--- src/rtl/univ_shifter_pkg.sv ---
// Shared definitions for the universal shifter: mode codes, FSM encoding and
// the default shift-amount width helper.
package univ_shifter_pkg;

    localparam logic [2:0] MODE_SLL = 3'd0;
    localparam logic [2:0] MODE_SRL = 3'd1;
    localparam logic [2:0] MODE_SRA = 3'd2;
    localparam logic [2:0] MODE_ROL = 3'd3;
    localparam logic [2:0] MODE_ROR = 3'd4;

    typedef enum logic [0:0] {
        ST_IDLE  = 1'b0,
        ST_SHIFT = 1'b1
    } state_t;

    function automatic int unsigned default_amt_w(input int unsigned width);
        return int'($clog2(width)) + 1;
    endfunction

endpackage

--- src/rtl/univ_shifter_step.sv ---
// Combinational shift/rotate of a word by sh positions in one of five modes;
// reserved modes pass the word through unchanged.
module univ_shifter_step
    import univ_shifter_pkg::*;
#(
    parameter int unsigned WIDTH = 8,
    parameter int unsigned AMT_W = default_amt_w(WIDTH)
) (
    input  logic [WIDTH-1:0] in,
    input  logic [2:0]       mode,
    input  logic [AMT_W-1:0] sh,
    output logic [WIDTH-1:0] result
);

    logic [AMT_W-1:0]        rot;
    logic signed [WIDTH-1:0] sra;

    always_comb begin
        // Rotates wrap modulo WIDTH; plain shifts saturate naturally for sh >= WIDTH.
        rot    = AMT_W'(32'(sh) % WIDTH);
        sra    = $signed(in) >>> sh;
        result = in;
        case (mode)
            MODE_SLL: result = in << sh;
            MODE_SRL: result = in >> sh;
            MODE_SRA: result = sra;
            MODE_ROL: result = (in << rot) | (in >> (32'(WIDTH) - 32'(rot)));
            MODE_ROR: result = (in >> rot) | (in << (32'(WIDTH) - 32'(rot)));
            default:  result = in;
        endcase
    end

endmodule

--- src/rtl/univ_shifter.sv ---
// Loadable WIDTH-bit shift engine with start/busy/done handshake; define
// UNIV_SHIFTER_BARREL_EN for a single-cycle barrel shift instead of iterated steps.
module univ_shifter
    import univ_shifter_pkg::*;
#(
    parameter int unsigned WIDTH = 8,
    parameter int unsigned AMT_W = default_amt_w(WIDTH)
) (
    input  logic             clk,
    input  logic             rst,
    input  logic             load,
    input  logic [WIDTH-1:0] data,
    input  logic             start,
    input  logic [2:0]       mode,
    input  logic [AMT_W-1:0] amt,
    output logic [WIDTH-1:0] out,
    output logic             busy,
    output logic             done
);

    state_t           state;
    state_t           state_nx;
    logic [WIDTH-1:0] out_nx;
    logic [WIDTH-1:0] step_res;
    logic             busy_nx;
    logic             done_nx;

`ifdef UNIV_SHIFTER_BARREL_EN
    univ_shifter_step #(.WIDTH(WIDTH), .AMT_W(AMT_W)) u_step (
        .in     (out),
        .mode   (mode),
        .sh     (amt),
        .result (step_res)
    );
`else
    logic [AMT_W-1:0] cnt;
    logic [AMT_W-1:0] cnt_nx;
    logic [2:0]       mode_q;
    logic [2:0]       mode_nx;

    univ_shifter_step #(.WIDTH(WIDTH), .AMT_W(AMT_W)) u_step (
        .in     (out),
        .mode   (mode_q),
        .sh     (AMT_W'(1)),
        .result (step_res)
    );
`endif

    always_ff @(posedge clk or posedge rst) begin
        if (rst) state <= ST_IDLE;
        else     state <= state_nx;
    end

    always_comb begin
        state_nx = state;
`ifdef UNIV_SHIFTER_BARREL_EN
        state_nx = ST_IDLE;
`else
        if (load) begin
            state_nx = ST_IDLE;
        end else begin
            case (state)
                ST_IDLE:  if (start && (amt != '0)) state_nx = ST_SHIFT;
                ST_SHIFT: if (cnt == AMT_W'(1))     state_nx = ST_IDLE;
                default:  state_nx = ST_IDLE;
            endcase
        end
`endif
    end

    // Next values of the registered outputs; load always wins.
    always_comb begin
        out_nx  = out;
        busy_nx = busy;
        done_nx = 1'b0;
`ifndef UNIV_SHIFTER_BARREL_EN
        cnt_nx  = cnt;
        mode_nx = mode_q;
`endif
        if (load) begin
            out_nx  = data;
            busy_nx = 1'b0;
        end else begin
            case (state)
                ST_IDLE: begin
                    if (start) begin
`ifdef UNIV_SHIFTER_BARREL_EN
                        out_nx  = step_res;
                        done_nx = 1'b1;
`else
                        mode_nx = mode;
                        if (amt == '0) begin
                            done_nx = 1'b1;
                        end else begin
                            busy_nx = 1'b1;
                            cnt_nx  = amt;
                        end
`endif
                    end
                end
                ST_SHIFT: begin
`ifndef UNIV_SHIFTER_BARREL_EN
                    out_nx = step_res;
                    cnt_nx = cnt - AMT_W'(1);
                    if (cnt == AMT_W'(1)) begin
                        done_nx = 1'b1;
                        busy_nx = 1'b0;
                    end
`endif
                end
                default: begin
                    busy_nx = 1'b0;
                end
            endcase
        end
    end

    always_ff @(posedge clk or posedge rst) begin
        if (rst) begin
            out  <= '0;
            busy <= 1'b0;
            done <= 1'b0;
`ifndef UNIV_SHIFTER_BARREL_EN
            cnt    <= '0;
            mode_q <= MODE_SLL;
`endif
        end else begin
            out  <= out_nx;
            busy <= busy_nx;
            done <= done_nx;
`ifndef UNIV_SHIFTER_BARREL_EN
            cnt    <= cnt_nx;
            mode_q <= mode_nx;
`endif
        end
    end

endmodule

--- config.mk ---
export PLATFORM = sky130hd
export DESIGN_NAME = univ_shifter
export DESIGN_NICKNAME = d
export VERILOG_FILES = /design/src/rtl/univ_shifter_pkg.sv /design/src/rtl/univ_shifter_step.sv /design/src/rtl/univ_shifter.sv
export SDC_FILE = /design/constraint.sdc
export NUM_CORES = 1
export LEC_CHECK = 0
export CAP_MARGIN = 20
export CORE_AREA = 2 2 45 55
export CTS_CLUSTER_DIAMETER = 30
export DETAILED_ROUTE_END_ITERATION = 8
export DIE_AREA = 0 0 47 57
export DONT_BUFFER_PORTS = 1
export PLACE_DENSITY = 0.77
export SLEW_MARGIN = 30
export SYNTH_ARGS = -nofsm -noshare
export SYNTH_HDL_FRONTEND = slang
export SYNTH_SLANG_ARGS = --single-unit
--- constraint.sdc ---
create_clock -name clk -period 3.7 [get_ports clk]
set_clock_uncertainty 0.15 [all_clocks]
set_input_delay 0.555 -clock clk [delete_from_list [all_inputs] [get_ports clk]]
set_output_delay 0.555 -clock clk [all_outputs]
set_load 0.01 [all_outputs]
==> results of run 1 <==
-- power by group --
| group | internal (mW) | switching (mW) |
|---|---|---|
| Combinational | 0.0940 | 0.0766 |
| Clock | 0.0599 | 0.0617 |
| Sequential | 0.243 | 0.0843 |
| Total | 0.397 | 0.223 |
-- through the flow --
step                      total power [mW]  cells  hold slack (ns)  setup slack [ns]  utilization
after floorplan                     0.4727    107           0.3436             2.057            -
after global placement              0.4946    131           0.4320             1.663       0.5114
after detailed placement            0.5031    131           0.4440             1.542       0.5114
after CTS                           0.6219    135           0.1148             1.522       0.5280
after global routing                0.6628    135           0.1361             1.308       0.5280
final                               0.6194    135          0.08608             1.525       0.5280
-- worst max-delay path, cell delays in order, from the launching register on --
cell,delay (ns)
sky130_fd_sc_hd__dfrtp_1,0.65
sky130_fd_sc_hd__nor2b_1,0.69
sky130_fd_sc_hd__nand2_1,0.30
sky130_fd_sc_hd__nand2_1,0.14
sky130_fd_sc_hd__o221a_2,0.19
-- path summary, 6_finish.rpt --
kind                            slack (ns)         to  cells past startpoint   from
worst max-delay path                  1.52     out[2]                      4  state
worst min-delay path                  0.09      state                      1    rst
worst max register to register        1.52     out[2]                      4  state
worst min register to register        0.46       busy                      2   busy
max in group asynchronous             2.88  mode_q[1]                      1    rst
min in group clk                      0.16       done                      1   load
-- cells by family (layout without fill, tap and decap cells) --
family	after synthesis	in the layout	share of synthesized area
AOI/OAI and AO/OA	27	27	0.1894
muxes	11	11	0.1019
xor gates and xnor gates	1	1	0.01440
and+or+nand+nor	37	37	0.2160
adders and majority gates	2	2	0.02214
buffers and inverters	11	8	0.05758
DFF	18	18	0.3987
-- cell usage after synthesis, types with 2 or more instances --
| cell | number | share of area |
|---|---|---|
| sky130_fd_sc_hd__dfrtp_1 | 18 | 0.40 |
| sky130_fd_sc_hd__nand2_1 | 10 | 0.033 |
| sky130_fd_sc_hd__mux2i_1 | 7 | 0.062 |
| sky130_fd_sc_hd__nor3_1 | 6 | 0.027 |
| sky130_fd_sc_hd__o221a_2 | 6 | 0.060 |
| sky130_fd_sc_hd__a21oi_1 | 5 | 0.022 |
| sky130_fd_sc_hd__o21ai_0 | 5 | 0.022 |
| sky130_fd_sc_hd__buf_2 | 4 | 0.018 |
| sky130_fd_sc_hd__inv_1 | 4 | 0.013 |
| sky130_fd_sc_hd__mux2_2 | 4 | 0.040 |
| sky130_fd_sc_hd__nor2_1 | 4 | 0.013 |
| sky130_fd_sc_hd__a211oi_1 | 3 | 0.020 |
| sky130_fd_sc_hd__nor3b_2 | 3 | 0.033 |
| sky130_fd_sc_hd__a31oi_1 | 2 | 0.011 |
| sky130_fd_sc_hd__buf_6 | 2 | 0.020 |
| sky130_fd_sc_hd__ha_1 | 2 | 0.022 |
| sky130_fd_sc_hd__nand4bb_1 | 2 | 0.020 |
| sky130_fd_sc_hd__nor2b_1 | 2 | 0.011 |
-- registers in the layout, indices dropped and copies added (netlist names) --
name and count:
state 1, cnt 4, mode_q 3, out 8, done 1, busy 1
-- per-layer routing --
| layer | global-route usage | part of all wire | up-vias | wire, um |
|---|---|---|---|---|
| met5 | 0 | 0 | - | 0 |
| met4 | 0.05952 | 0.0054 | 0 | 12 |
| met3 | 0.03797 | 0.043 | 2 | 96 |
| met2 | 0.3229 | 0.55 | 17 | 1219 |
| met1 | 0.2423 | 0.40 | 421 | 882 |
| li1 | - | - | 391 | - |
-- cell type report --
type,instances,share of cell area
flip-flops and latches,18,0.3900
well taps,31,0.03359
multi-input cells,78,0.5320
inverters,4,0.01300
clock buffers,4,0.03142
==> reports/results.txt, run 1 <==
The mean area per synthesized cell is 10.56 sq um, and the count of buffers added by post-CTS timing repair for setup is 0. The register clock-pin slew on the reported worst setup and hold paths came out at 0.11 ns. Routability-driven placement finished with a final weighted congestion of 0.9037.

The total leakage power is 0.4793 nW, and the via count normalized by instance count is 6.156. The actual slew at the worst max-slew pin is 0.7716 ns. Data on the critical path is required at its endpoint by 3.79 ns. The detailed-route wire length per cell was 16.39 um. The smallest clock period supported by the final layout is computed as 2.175 ns. The sequential share of the synthesized area was 0.3987. CTS saw 18 sinks.

The number of enable-type register cells in the synthesized netlist was 0. The die is 57 um tall. The maximum resistive drop on vdd was 0.0002749 V.

The logs give 852 for the number of global-route vias before repair and 0 for the final number of setup-violating endpoints. The layout net count was 126; the total of hold buffers inserted after clock tree synthesis was 0. Row generation in the floorplan step produced 19 rows. Number of port buffers: 0.

The number of antenna violations at the first check in global routing was 0. Setup repair after global routing left no endpoint under its margin. The routed design has 2212 um of wire. The area used by multi-input combinational logic came out at 614.3 sq um. TritonCTS built the clock tree. The number of filler cells placed in the layout is 214, and the total global routing track utilization is 0.1924. CTS placed an instance of sky130_fd_sc_hd__clkbuf_4 at the clock tree root. Leaving out fill and tap cells, the most frequent cell in the layout is sky130_fd_sc_hd__dfrtp_1. The fmax is 0.4597 GHz, and the initial core utilization is 0.5166. For the pin count of the biggest net entering global routing, the log shows 20. From left edge to right edge, the die measures 47 um. The first detailed-routing pass ran for 4 iterations.

The path category of the worst min-delay check is in -> async. After synthesis the netlist holds a flip-flop and latch count of 18. The finished cells cover 1155 sq um. The die covers 2679 sq um. The logs give 0 for the count of antenna-violating nets left after detailed routing and 0.4846 for the worst-case headroom to the max-slew limit. Post-route setup TNS: 0 ns. The synthesized net count is 128. After synthesis, the netlist uses 36 different library cells. The tools report the final count of hold timing violations as 0. The tools report the count of antenna diodes in the layout as 0. The via count of the routed design came out at 831. The first routing iteration left 20 violations. The fraction of layout cells with a size suffix above 1 was 0.2308. The fraction of registers with async set or reset after synthesis is 1.000. For this run, the leading register cell type out of synthesis is sky130_fd_sc_hd__dfrtp_1. The cell area power density came out at 536.4 nW/um^2. Leaving out fill and tap cells, the most frequent cells in the layout are sky130_fd_sc_hd__dfrtp_1 (18), sky130_fd_sc_hd__nand2_1 (10), sky130_fd_sc_hd__mux2i_1 (7). The longest clock path from root to sink contains 2 buffers. The sequential cells in the finished layout cover a total of 450.4 sq um. The number of placed I/O pins is 29. The worst-skew pair later-pin latency was 0.29 ns; the cell area reported after detailed placement was 1119 sq um. The logs give 0 for the post-cts sizing count and 2187 sq um for the core footprint. The warning count from the yosys run is 0.

Of all nets on the critical path, the largest fanout is 16. In the routed design, unresolved DRC markers number 0. The worst endpoint data arrival time came out at 2.26 ns. The first-pass GRT wire length came out at 3808 um. The area growth from synthesis to layout is 2.215%. The run finished with clean final reports. The setup path with the least slack is of type reg -> reg.

Synthesis produced 107 cells. The level count of the clock H-tree is 1. The final worst-path cycle share works out to 0.5879. The tool flagged a number of max-cap violations equal to 0. Global routing finished with a remaining overflow of 0. The post-synthesis cell area was 1130 sq um. The run gives 0 as the final number of max-transition violations.

The HPWL after detailed placement is 1691 um. Clock tree synthesis inserted a total of 3 buffers. The tools report the endpoint type of the worst setup path as a flip-flop.

Category of the worst setup path launch point: a flip-flop.
Power figures use the tool's default switching activity.
==> run 2, diff against run 1 <==
--- a/config.mk
+++ b/config.mk
@@ -11,7 +11,7 @@
 export DETAILED_ROUTE_END_ITERATION = 8
 export DIE_AREA = 0 0 47 57
 export DONT_BUFFER_PORTS = 1
-export PLACE_DENSITY = 0.77
+export PLACE_DENSITY = 0.79
 export SLEW_MARGIN = 30
 export SYNTH_ARGS = -nofsm -noshare
 export SYNTH_HDL_FRONTEND = slang
==> constraint.sdc (replaced) <==
create_clock -name clk -period 1.8 [get_ports clk]
set_clock_uncertainty 0.15 [all_clocks]
set_input_delay 0.27 -clock clk [delete_from_list [all_inputs] [get_ports clk]]
set_output_delay 0.27 -clock clk [all_outputs]
set_load 0.01 [all_outputs]
==> reports/results.txt, run 2 (synthesis results as in run 1) <==
The run finished with clean final reports. The worst-case headroom to the max-slew limit was 0.5438; the count of antenna-violating nets left after detailed routing was 0. The worst endpoint data arrival time was 1.75 ns; the area growth from synthesis to layout was 12.85%.

The run gives 0.193 as the part of the total power dissipated in the clock network. The via count normalized by instance count was 5.980. On the critical path, the stage with the largest delay is an instance of sky130_fd_sc_hd__dlygate4sd3_1. STA classifies the critical path endpoint as a flip-flop.

Counting I/O delays and the setup requirement, the final critical path takes 1.664 ns. Summed over all layers, the routed wires come to 2428 um. Most common cell after layout, fill and taps aside: sky130_fd_sc_hd__dfrtp_1. The run gives 29 as the number of placed I/O pins.

The fraction of layout cells with a size suffix above 1 works out to 0.2393. The cell-internal power was 0.8367 mW. Entering global routing, the biggest net connects 19 pins. Buffers inserted during clock tree synthesis total 3. The die outline width was 47 um; the switching component of the power was 0.4591 mW.

The kind of critical path is reg -> reg. Layout net count: 139. The initial core utilization was 0.5166; the final cell count without fillers was 148. The proportion of total power due to net switching works out to 0.3543. No sink is reached through more buffers than the 2 on the longest clock path. In the final layout, the registers with the most flip-flops are out: 8 flops, cnt: 4 flops, mode_q: 3 flops. The tree built by TritonCTS fans out to 18 sinks. The die outline height is 57 um.

The run gives 5 as the length of the first detailed-routing pass in iterations. Family with the most delay on the worst path: buffers and inverters. The run gives 0.6011 GHz as the fmax. The count of antenna diodes in the layout is 0. The number of antenna violations at the first check in global routing is 0, and the cell area power density is 1016 nW/um^2. The logs give 1701 um for the total half-perimeter wirelength after legalization and detailed placement and 1.89 ns for the critical path required time.

The logic gate share of total power was 0.299; the number of global-route vias before repair was 907. The number of placed instances, taps included, is 133. The run gives 0.5381 nW as the total leakage power.

The signal on the critical path passes through inv_1, ha_1, nand4bb_1, a21oi_1, dlygate4sd3_1. The tools report the buffer type at the clock tree root as sky130_fd_sc_hd__clkbuf_4. The congestion estimate from routability-driven global placement came to 0.8508.

For this run the aggregate overflow at the end of global routing stands at 0. The final count of hold timing violations is 0. The register clock-pin slew on the reported worst setup and hold paths works out to 0.10 ns. The number of port buffers was 0; the sequential cell fraction of total power was 0.508.

The library cells used most frequently in the layout, excluding fill and tap cells, are sky130_fd_sc_hd__dfrtp_1 (18), sky130_fd_sc_hd__nand2_1 (10), sky130_fd_sc_hd__dlygate4sd3_1 (9). After detailed routing, the average wire length per cell comes to 16.41 um. The actual slew at the worst max-slew pin came out at 0.6835 ns. Setup repair after global routing left no endpoint under its margin. IR analysis of the VDD net gives a maximum drop of 0.0006540 V.

The final number of setup-violating endpoints is 0. The register with the most flip-flops in the layout has 8 of them. For this run, design rule violations remaining after detail routing come to 0.

Number of max-capacitance violations reported: 0. The level count of the clock H-tree is 1, and the via count of the routed design is 885. The first global-routing pass estimated 3898 um of wire.

The run gives 0 ns as the post-route setup TNS. For the worst-skew pair, the clock arrives at the later sink with an insertion delay of 0.29 ns. TritonCTS built the clock tree. The run gives 0 as the post-cts sizing count. The run gives 19 as the count of standard-cell rows. The final worst-path cycle share was 0.9242. The total global routing track utilization is 0.2015, and the final number of max-transition violations is 0.

Ranked by flip-flop count, first place goes to out. The number of buffers and inverters on the critical path is 2. The floorplan step defined a die boundary enclosing 2679 sq um.

The run gives 23 as the DRC marker count from the first detailed-route iteration. STA classifies the critical path startpoint as a flip-flop. Peak per-stage delay on the critical path: 0.55 ns.

Path category of the worst min-delay check: in -> reg. In this run the standard cell core region covers 2187 sq um. Along the worst path, the maximum fanout reaches 3.
-- run 2: final cells by class --
type	count	area, sq um
multi-input combinational	78	614.3
fill	190	912.1
timing repair buffer	13	120.1
sequential	18	450.4
tap	31	38.79
inverter	4	15.01
clock buffer	4	36.28
-- run 2: worst register-to-register path, stage by stage, from the launching register on --
cell                            delay (ns)
sky130_fd_sc_hd__dfrtp_1              0.41
sky130_fd_sc_hd__inv_1                0.08
sky130_fd_sc_hd__ha_1                 0.15
sky130_fd_sc_hd__nand4bb_1            0.13
sky130_fd_sc_hd__a21oi_1              0.14
sky130_fd_sc_hd__dlygate4sd3_1        0.55
-- run 2: path summary, 6_finish.rpt --
path / startpoint / to / slack (ns) / depth (start not counted)
max: cnt[1] / done / 0.14 / 5
max in group asynchronous: rst / out[5] / 0.71 / 2
min reg2reg: cnt[0] / cnt[0] / 0.48 / 2
min in group asynchronous: rst / out[4] / 0.36 / 2
min: amt[0] / cnt[0] / 0.05 / 2
max reg2reg: cnt[1] / done / 0.14 / 5
-- run 2: power groups by stage --
stage | clock, mW | combinational (mW) | sequential (mW)
after global placement | 0 | 0.352 | 0.658
after CTS | 0.257 | 0.385 | 0.656
after global routing | 0.281 | 0.431 | 0.676
after floorplan | 0 | 0.366 | 0.605
after detailed placement | 0 | 0.369 | 0.664
final | 0.250 | 0.388 | 0.658
-- run 2: layer usage --
metal  global-route usage  wire (um)  up-vias
met1               0.2376        970      428
met3              0.06329        117        8
met2               0.3268       1264       31
met5                    0          0        -
li1                     -          -      418
met4              0.08730         76        0
-- run 2: what timing repair did --
item                       CTS  global route
setup endpoints to repair    0             1
hold buffers                 8             1
hold endpoints to repair    25             1
setup buffers                0             2
-- run 2: metrics by stage --
stage	hold slack [ns]	total power [mW]	worst slack (ns)	utilization	area, sq um
floorplan	0.05857	0.9718	0.3986	-	1130
global placement	0.1445	1.010	0.3413	0.5183	1134
detailed placement	0.1593	1.033	0.2783	0.5183	1134
CTS	0.001247	1.298	0.05407	0.5715	1250
global route	0.03030	1.388	0.03118	0.5830	1275
finish	0.04652	1.296	0.1364	0.5830	1275
==> RTL edit 1 (flow settings as in run 2) <==
Remove the case item `MODE_SLL` of the case on `mode`.
--- a/src/rtl/univ_shifter_step.sv
+++ b/src/rtl/univ_shifter_step.sv
@@ -21,7 +21,6 @@
         sra    = $signed(in) >>> sh;
         result = in;
         case (mode)
-            MODE_SLL: result = in << sh;
             MODE_SRL: result = in >> sh;
             MODE_SRA: result = sra;
             MODE_ROL: result = (in << rot) | (in >> (32'(WIDTH) - 32'(rot)));
Function: changed (a bounded check fails within 4 cycles, from zero or initial values and one cycle with rst high).
==> RTL edit 1 against run 2 <==
  * Final area fell by 2.6%
  * Via count fell by 2.7%
  * Worst setup slack improved by 0.052 ns
  * Sequential power fell by 10%
  * Sequential cell count did not move
  * Critical path depth fell by 1
  * Maximum frequency rose by 3.2%
  * Non-clock buffer count rose by 3
  * Wire length fell by 3.7%
  * First-iteration DRC count fell by 35%
  * Synthesized area fell by 5.8%
  * Power fell by 15%
==> RTL edit 1: results (changes against run 2) <==
| Metric | Value |
|---|---|
| Total number of vias | `861 (was 885)` |
| Antenna cells | `0 (unchanged)` |
| Most instantiated cells after synthesis | `dfrtp_1, inv_1, mux2i_1 (was dfrtp_1, nand2_1, mux2i_1)` |
| GP Congestion | `0.752 (was 0.851)` |
| Critical Path Fanout Max | `8 (was 3)` |
| Root buffer cell | `clkbuf_4 (unchanged)` |
| Relative max-transition margin | `54.6% (was 54.4%)` |
| Drt pass-1 iters | `4 (was 5)` |
| Peak VDD IR | `0.503 mV (was 0.654 mV)` |
| Syn_nets | `123 (was 128)` |
| Num CTS Buffers | `3 (unchanged)` |
| Clock Latency Late Sink | `0.29 ns (about the same)` |
| Yosys cell types | `35 (was 36)` |
| Critical path launch point type | `register (unchanged)` |
| Post-route ant nets | `0 (unchanged)` |
| Register area share after synthesis | `42.3% (was 39.9%)` |
| Clk buf depth | `2 (unchanged)` |
| Area after DPL | `1090 sq um (was 1130 sq um)` |
| Placed insts | `130 (was 133)` |
| 1st-iter DRT viols | `15 (was 23)` |
| Hold Path Class | `in -> reg (unchanged)` |
| IO buf count | `0 (unchanged)` |
| Synth top area cells | `dfrtp_1, mux2i_1, a221o_1 (was dfrtp_1, mux2i_1, o221a_2)` |
| Yosys warns | `0 (unchanged)` |
| GRT overflow | `0 (unchanged)` |
| Initial antenna violation count | `0 (unchanged)` |
| RR Startpoint | `mode_q[1]$_DFFE_PP0P_ (was cnt[1]$_DFFE_PP0P_)` |
| Post-DP HPWL | `1680 um (was 1700 um)` |
| Avg Inst Size Synth | `10.4 sq um (was 10.6 sq um)` |
| Outcome | `finished clean (unchanged)` |
| Max Cap Viol | `0 (unchanged)` |
| Nets | `138 (was 139)` |
| Clock transition at the registers of the reported paths | `0.10 ns (about the same)` |
| H-tree depth | `1 (unchanged)` |
| HP Start | `load (was amt[0])` |
| Non-filler cells, final | `146 (was 148)` |
| Leak | `0.555 nW (was 0.538 nW)` |
| Post-cts resize count | `0 (unchanged)` |
| Number of synthesized flops with an enable pin | `0 (unchanged)` |
| CP peak stage delay | `0.45 ns (was 0.55 ns)` |
| Main synth FF type | `dfrtp_1 (unchanged)` |
| Routed length per instance | `16.0 um (was 16.4 um)` |
| Largest delay contributor family on the critical path | `compound AO/OA/AOI/OAI gates (was buffers and inverters)` |
| Largest net degree at the start of global routing | `19 (unchanged)` |
| Top Registers | `out x8, cnt x4, mode_q x3 (unchanged)` |
| Vias in the first global route | `831 (was 907)` |
| GRT Total Usage | `18.4% (was 20.1%)` |
| Global-route wire length before repair | `3640 um (was 3900 um)` |
| Ys async rst share | `100% (unchanged)` |
| Slowest cell on the critical path | `dfrtp_1 (was dlygate4sd3_1)` |
| Arr. time, crit path | `1.69 ns (was 1.75 ns)` |
| Layout cells sized above 1 | `12.2% (was 23.9%)` |
[RTL edit 1: cells by family (layout without fill, tap and decap cells)]
family                   count (synthesis)  after routing  synth area share, %
AND/OR/NAND/NOR                         28             28                 17.2
multiplexers                            12             12                 11.8
adder cells (fa/ha/maj)                  2              2                 2.35
buffers and inverters                   14             27                 6.23
AO/OA/AOI/OAI                           28             28                 20.2
flip-flops                              18             18                 42.3
[RTL edit 1: area by class of cell]
class                      instances  area (sq um)
inverter                           8          30.0
clock buffer                       3          22.5
tap                               31          38.8
fill                             201           945
sequential                        18           450
timing repair buffer              16           153
multi-input combinational         70           548
[RTL edit 1: layer usage]
metal | routed length, um | GRT usage [%] | vias to the layer above
li1 | - | - | 400
met2 | 1260 | 31.5 | 42
met3 | 198 | 4.43 | 2
met4 | 10 | 6.35 | 0
met1 | 875 | 21.6 | 417
met5 | 0 | 0 | -
[RTL edit 1: worst paths after layout]
path,end,cells after the start,slack (ns)
setup / recovery,out[0]$_DFFE_PP0P_,4,0.19
hold reg to reg,cnt[1]$_DFFE_PP0P_,2,0.40
min in group asynchronous,cnt[3]$_DFFE_PP0P_,2,0.37
hold / removal,cnt[3]$_DFFE_PP0P_,3,0.04
setup reg to reg,out[0]$_DFFE_PP0P_,4,0.19
max in group asynchronous,out[5]$_DFFE_PP0P_,2,0.70
[RTL edit 1: what timing repair did]
item / in CTS / in global routing
buffers inserted: 0 / 0
endpoints found under the hold margin: 34 / 0
hold buffers: 13 / 0
[RTL edit 1: stage by stage]
step	hold WS, ns	setup slack, ns	total power, W
final	0.0360	0.188	0.00110
after global routing	0.0403	0.0816	0.00119
after CTS	0.0265	0.186	0.00111
after detailed placement	0.149	0.225	0.000889
after global placement	0.141	0.263	0.000863
after floorplan	0.0586	0.234	0.000829
[RTL edit 1: worst register-to-register path: cells and delay by family, from the launching register on]
| kind | cells | cell delay (ns) |
|---|---|---|
| simple gates | 1 | 0.28 |
| compound gates | 3 | 0.68 |
| flops | 1 | 0.45 |
[RTL edit 1: power by group]
group | leakage (nW) | internal, W | switching, W
clock | 0.0138 | 0.0000777 | 0.000118
combinational | 0.319 | 0.000171 | 0.000145
sequential | 0.222 | 0.000479 | 0.000113
==> RTL edit 2 (config.mk and constraints of run 2) <==
Made on the original files. `WIDTH` is set to 8 in 2 places; all go to 7.
--- a/src/rtl/univ_shifter_step.sv
+++ b/src/rtl/univ_shifter_step.sv
@@ -3,7 +3,7 @@
 module univ_shifter_step
     import univ_shifter_pkg::*;
 #(
-    parameter int unsigned WIDTH = 8,
+    parameter int unsigned WIDTH = 7,
     parameter int unsigned AMT_W = default_amt_w(WIDTH)
 ) (
     input  logic [WIDTH-1:0] in,
--- a/src/rtl/univ_shifter.sv
+++ b/src/rtl/univ_shifter.sv
@@ -3,7 +3,7 @@
 module univ_shifter
     import univ_shifter_pkg::*;
 #(
-    parameter int unsigned WIDTH = 8,
+    parameter int unsigned WIDTH = 7,
     parameter int unsigned AMT_W = default_amt_w(WIDTH)
 ) (
     input  logic             clk,
Interface: changed (resized data and out); port bits go from 29 to 27. No check against the original RTL was run, so the function may have changed too.
==> RTL edit 2 against run 2 <==
  * Sequential cell count fell by 1
  * Synthesized cell count is 2.8% higher
  * Cell count rose by 0.68%
  * Worst hold slack got worse by 0.045 ns
  * Final area is 5.2% lower
  * Power shrank 10%
  * Maximum frequency grew 0.32%
  * Sequential share of layout area down 0.13 points
  * Wire length decreased by 4.8%
  * Non-clock buffer count fell by 2
  * Worst setup slack improved by 0.0052 ns
  * Synthesized area shrank 4.5%
  * Largest power group unchanged
==> RTL edit 2: results (changes against run 2) <==
| Metric | Value |
|---|---|
| Root buffer cell | `clkbuf_4 (unchanged)` |
| Multi-input gate area | `568 sq um (was 614 sq um)` |
| CLK BUF | `4 (unchanged)` |
| Fraction of area in registers | `35.2% (was 35.3%)` |
| Clock buf/inv share | `2.17% (was 2.85%)` |
| Antenna cells | `0 (unchanged)` |
| Non-clk invs | `14 (was 4)` |
| Largest delay contributor family on the critical path | `compound AO/OA/AOI/OAI gates (was buffers and inverters)` |
| # hold bufs at CTS | `6 (was 8)` |
| Synth top area cells | `dfrtp_1, o221a_2, inv_1 (was dfrtp_1, mux2i_1, o221a_2)` |
| Register area share after synthesis | `39.4% (was 39.9%)` |
| Non-Clock Buffer Area Fraction | `8.07% (was 9.42%)` |
| Num CTS Buffers | `3 (unchanged)` |
| Number of synthesized flops with an enable pin | `0 (unchanged)` |
| Clock Latency Late Sink | `0.31 ns (was 0.29 ns)` |
| Initial antenna violation count | `0 (unchanged)` |
| CP peak stage delay | `0.60 ns (was 0.55 ns)` |
| Slowest cell on the critical path | `dfrtp_1 (was dlygate4sd3_1)` |
| Most instantiated cells after synthesis | `dfrtp_1, inv_1, nor2_1 (was dfrtp_1, nand2_1, mux2i_1)` |
| 1st-iter DRT viols | `25 (was 23)` |
| GRT Total Usage | `19.9% (was 20.1%)` |
| DR vias/cell | `5.86 (was 5.98)` |
| Core ar. | `2190 sq um (unchanged)` |
| Layout cells sized above 1 | `19.5% (was 23.9%)` |
| Bufs w/o clock | `11 (was 13)` |
| Area after DPL | `1120 sq um (was 1130 sq um)` |
| Post-Synth Adder-Cell Area | `2.32% (was 2.21%)` |
| Synth Area in Compound Gates | `24.5% (was 18.9%)` |
| Outcome | `finished clean (unchanged)` |
| Xor/xnor cell area share of the yosys netlist | `1.62% (was 1.44%)` |
| Fillers | `205 (was 190)` |
| Top Registers | `out x7, cnt x4, mode_q x3 (was out x8, cnt x4, mode_q x3)` |
| IO buf count | `0 (unchanged)` |
| Global-route wire length before repair | `3840 um (was 3900 um)` |
| Worst-margin pin slew | `0.627 ns (was 0.683 ns)` |
| Critical Path Fanout Max | `15 (was 3)` |
| Post-synthesis mux area share | `6.96% (was 10.2%)` |
| GP Congestion | `0.798 (was 0.851)` |
| Postcts setup bufs | `0 (unchanged)` |
| Yosys cell types | `39 (was 36)` |
| Leak | `0.521 nW (was 0.538 nW)` |
| Post-DP HPWL | `1710 um (was 1700 um)` |
| Num sequential | `17 (was 18)` |
| Pre-CTS setup slack | `0.147 ns (was 0.278 ns)` |
| Multi-input gate count | `72 (was 78)` |
| Clk buf depth | `2 (unchanged)` |
| Syn_nets | `130 (was 128)` |
| Drt pass-1 iters | `4 (was 5)` |
| Main synth FF type | `dfrtp_1 (unchanged)` |
| DRT Wirelength | `2310 um (was 2430 um)` |
| Largest net degree at the start of global routing | `18 (was 19)` |
| Peak VDD IR | `0.481 mV (was 0.654 mV)` |
| Vias in the first global route | `934 (was 907)` |
## RTL edit 2: changes by cell type in the layout (fill, tap and decap cells not counted), sizes merged, moves of 3 or more
cell and delta:
a21oi -3, a32oi +5, dlygate4sd3 -3, inv +10, mux2i -4, nand2 -6, nor2 +4, nor3 -3
nor4bb +3
## RTL edit 2: worst paths after layout
kind / start / to / slack [ns] / cells past startpoint
worst max-delay path: mode_q[2]$_DFFE_PP0P_ / out[1]$_DFFE_PP0P_ / 0.14 / 3
worst min-delay path: start / state$_DFF_PP0_ / 0.002 / 2
worst max register to register: mode_q[2]$_DFFE_PP0P_ / out[1]$_DFFE_PP0P_ / 0.14 / 3
worst min register to register: cnt[3]$_DFFE_PP0P_ / cnt[3]$_DFFE_PP0P_ / 0.44 / 2
max in group asynchronous: rst / cnt[1]$_DFFE_PP0P_ / 0.77 / 2
min in group asynchronous: rst / done$_DFF_PP0_ / 0.32 / 2
## RTL edit 2: power by group
group / internal, W / switching (W) / leakage [nW]
Sequential: 0.000462 / 0.000134 / 0.200
Clock: 0.0000868 / 0.000127 / 0.0150
Combinational: 0.000191 / 0.000159 / 0.306
## RTL edit 2: stage by stage
step,std cells,power (W),utilization (%),hold slack (ns)
2_1_floorplan,110,0.000866,-,0.0461
3_3_place_gp,139,0.000926,51.2,0.119
3_5_place_dp,139,0.000942,51.2,0.124
4_1_cts,149,0.00116,55.1,0.000168
5_1_grt,149,0.00124,55.3,0.00691
6_report,149,0.00116,55.3,0.00178
## RTL edit 2: metal layers
layer / routed length, um / up-vias / share of wire [%] / GRT usage [%]
met2: 1180 / 21 / 51 / 33.1
li1: - / 422 / - / -
met4: 42 / 0 / 1.8 / 10.3
met1: 994 / 424 / 43 / 23.3
met3: 92 / 6 / 4.0 / 3.48
met5: 0 / - / 0 / 0
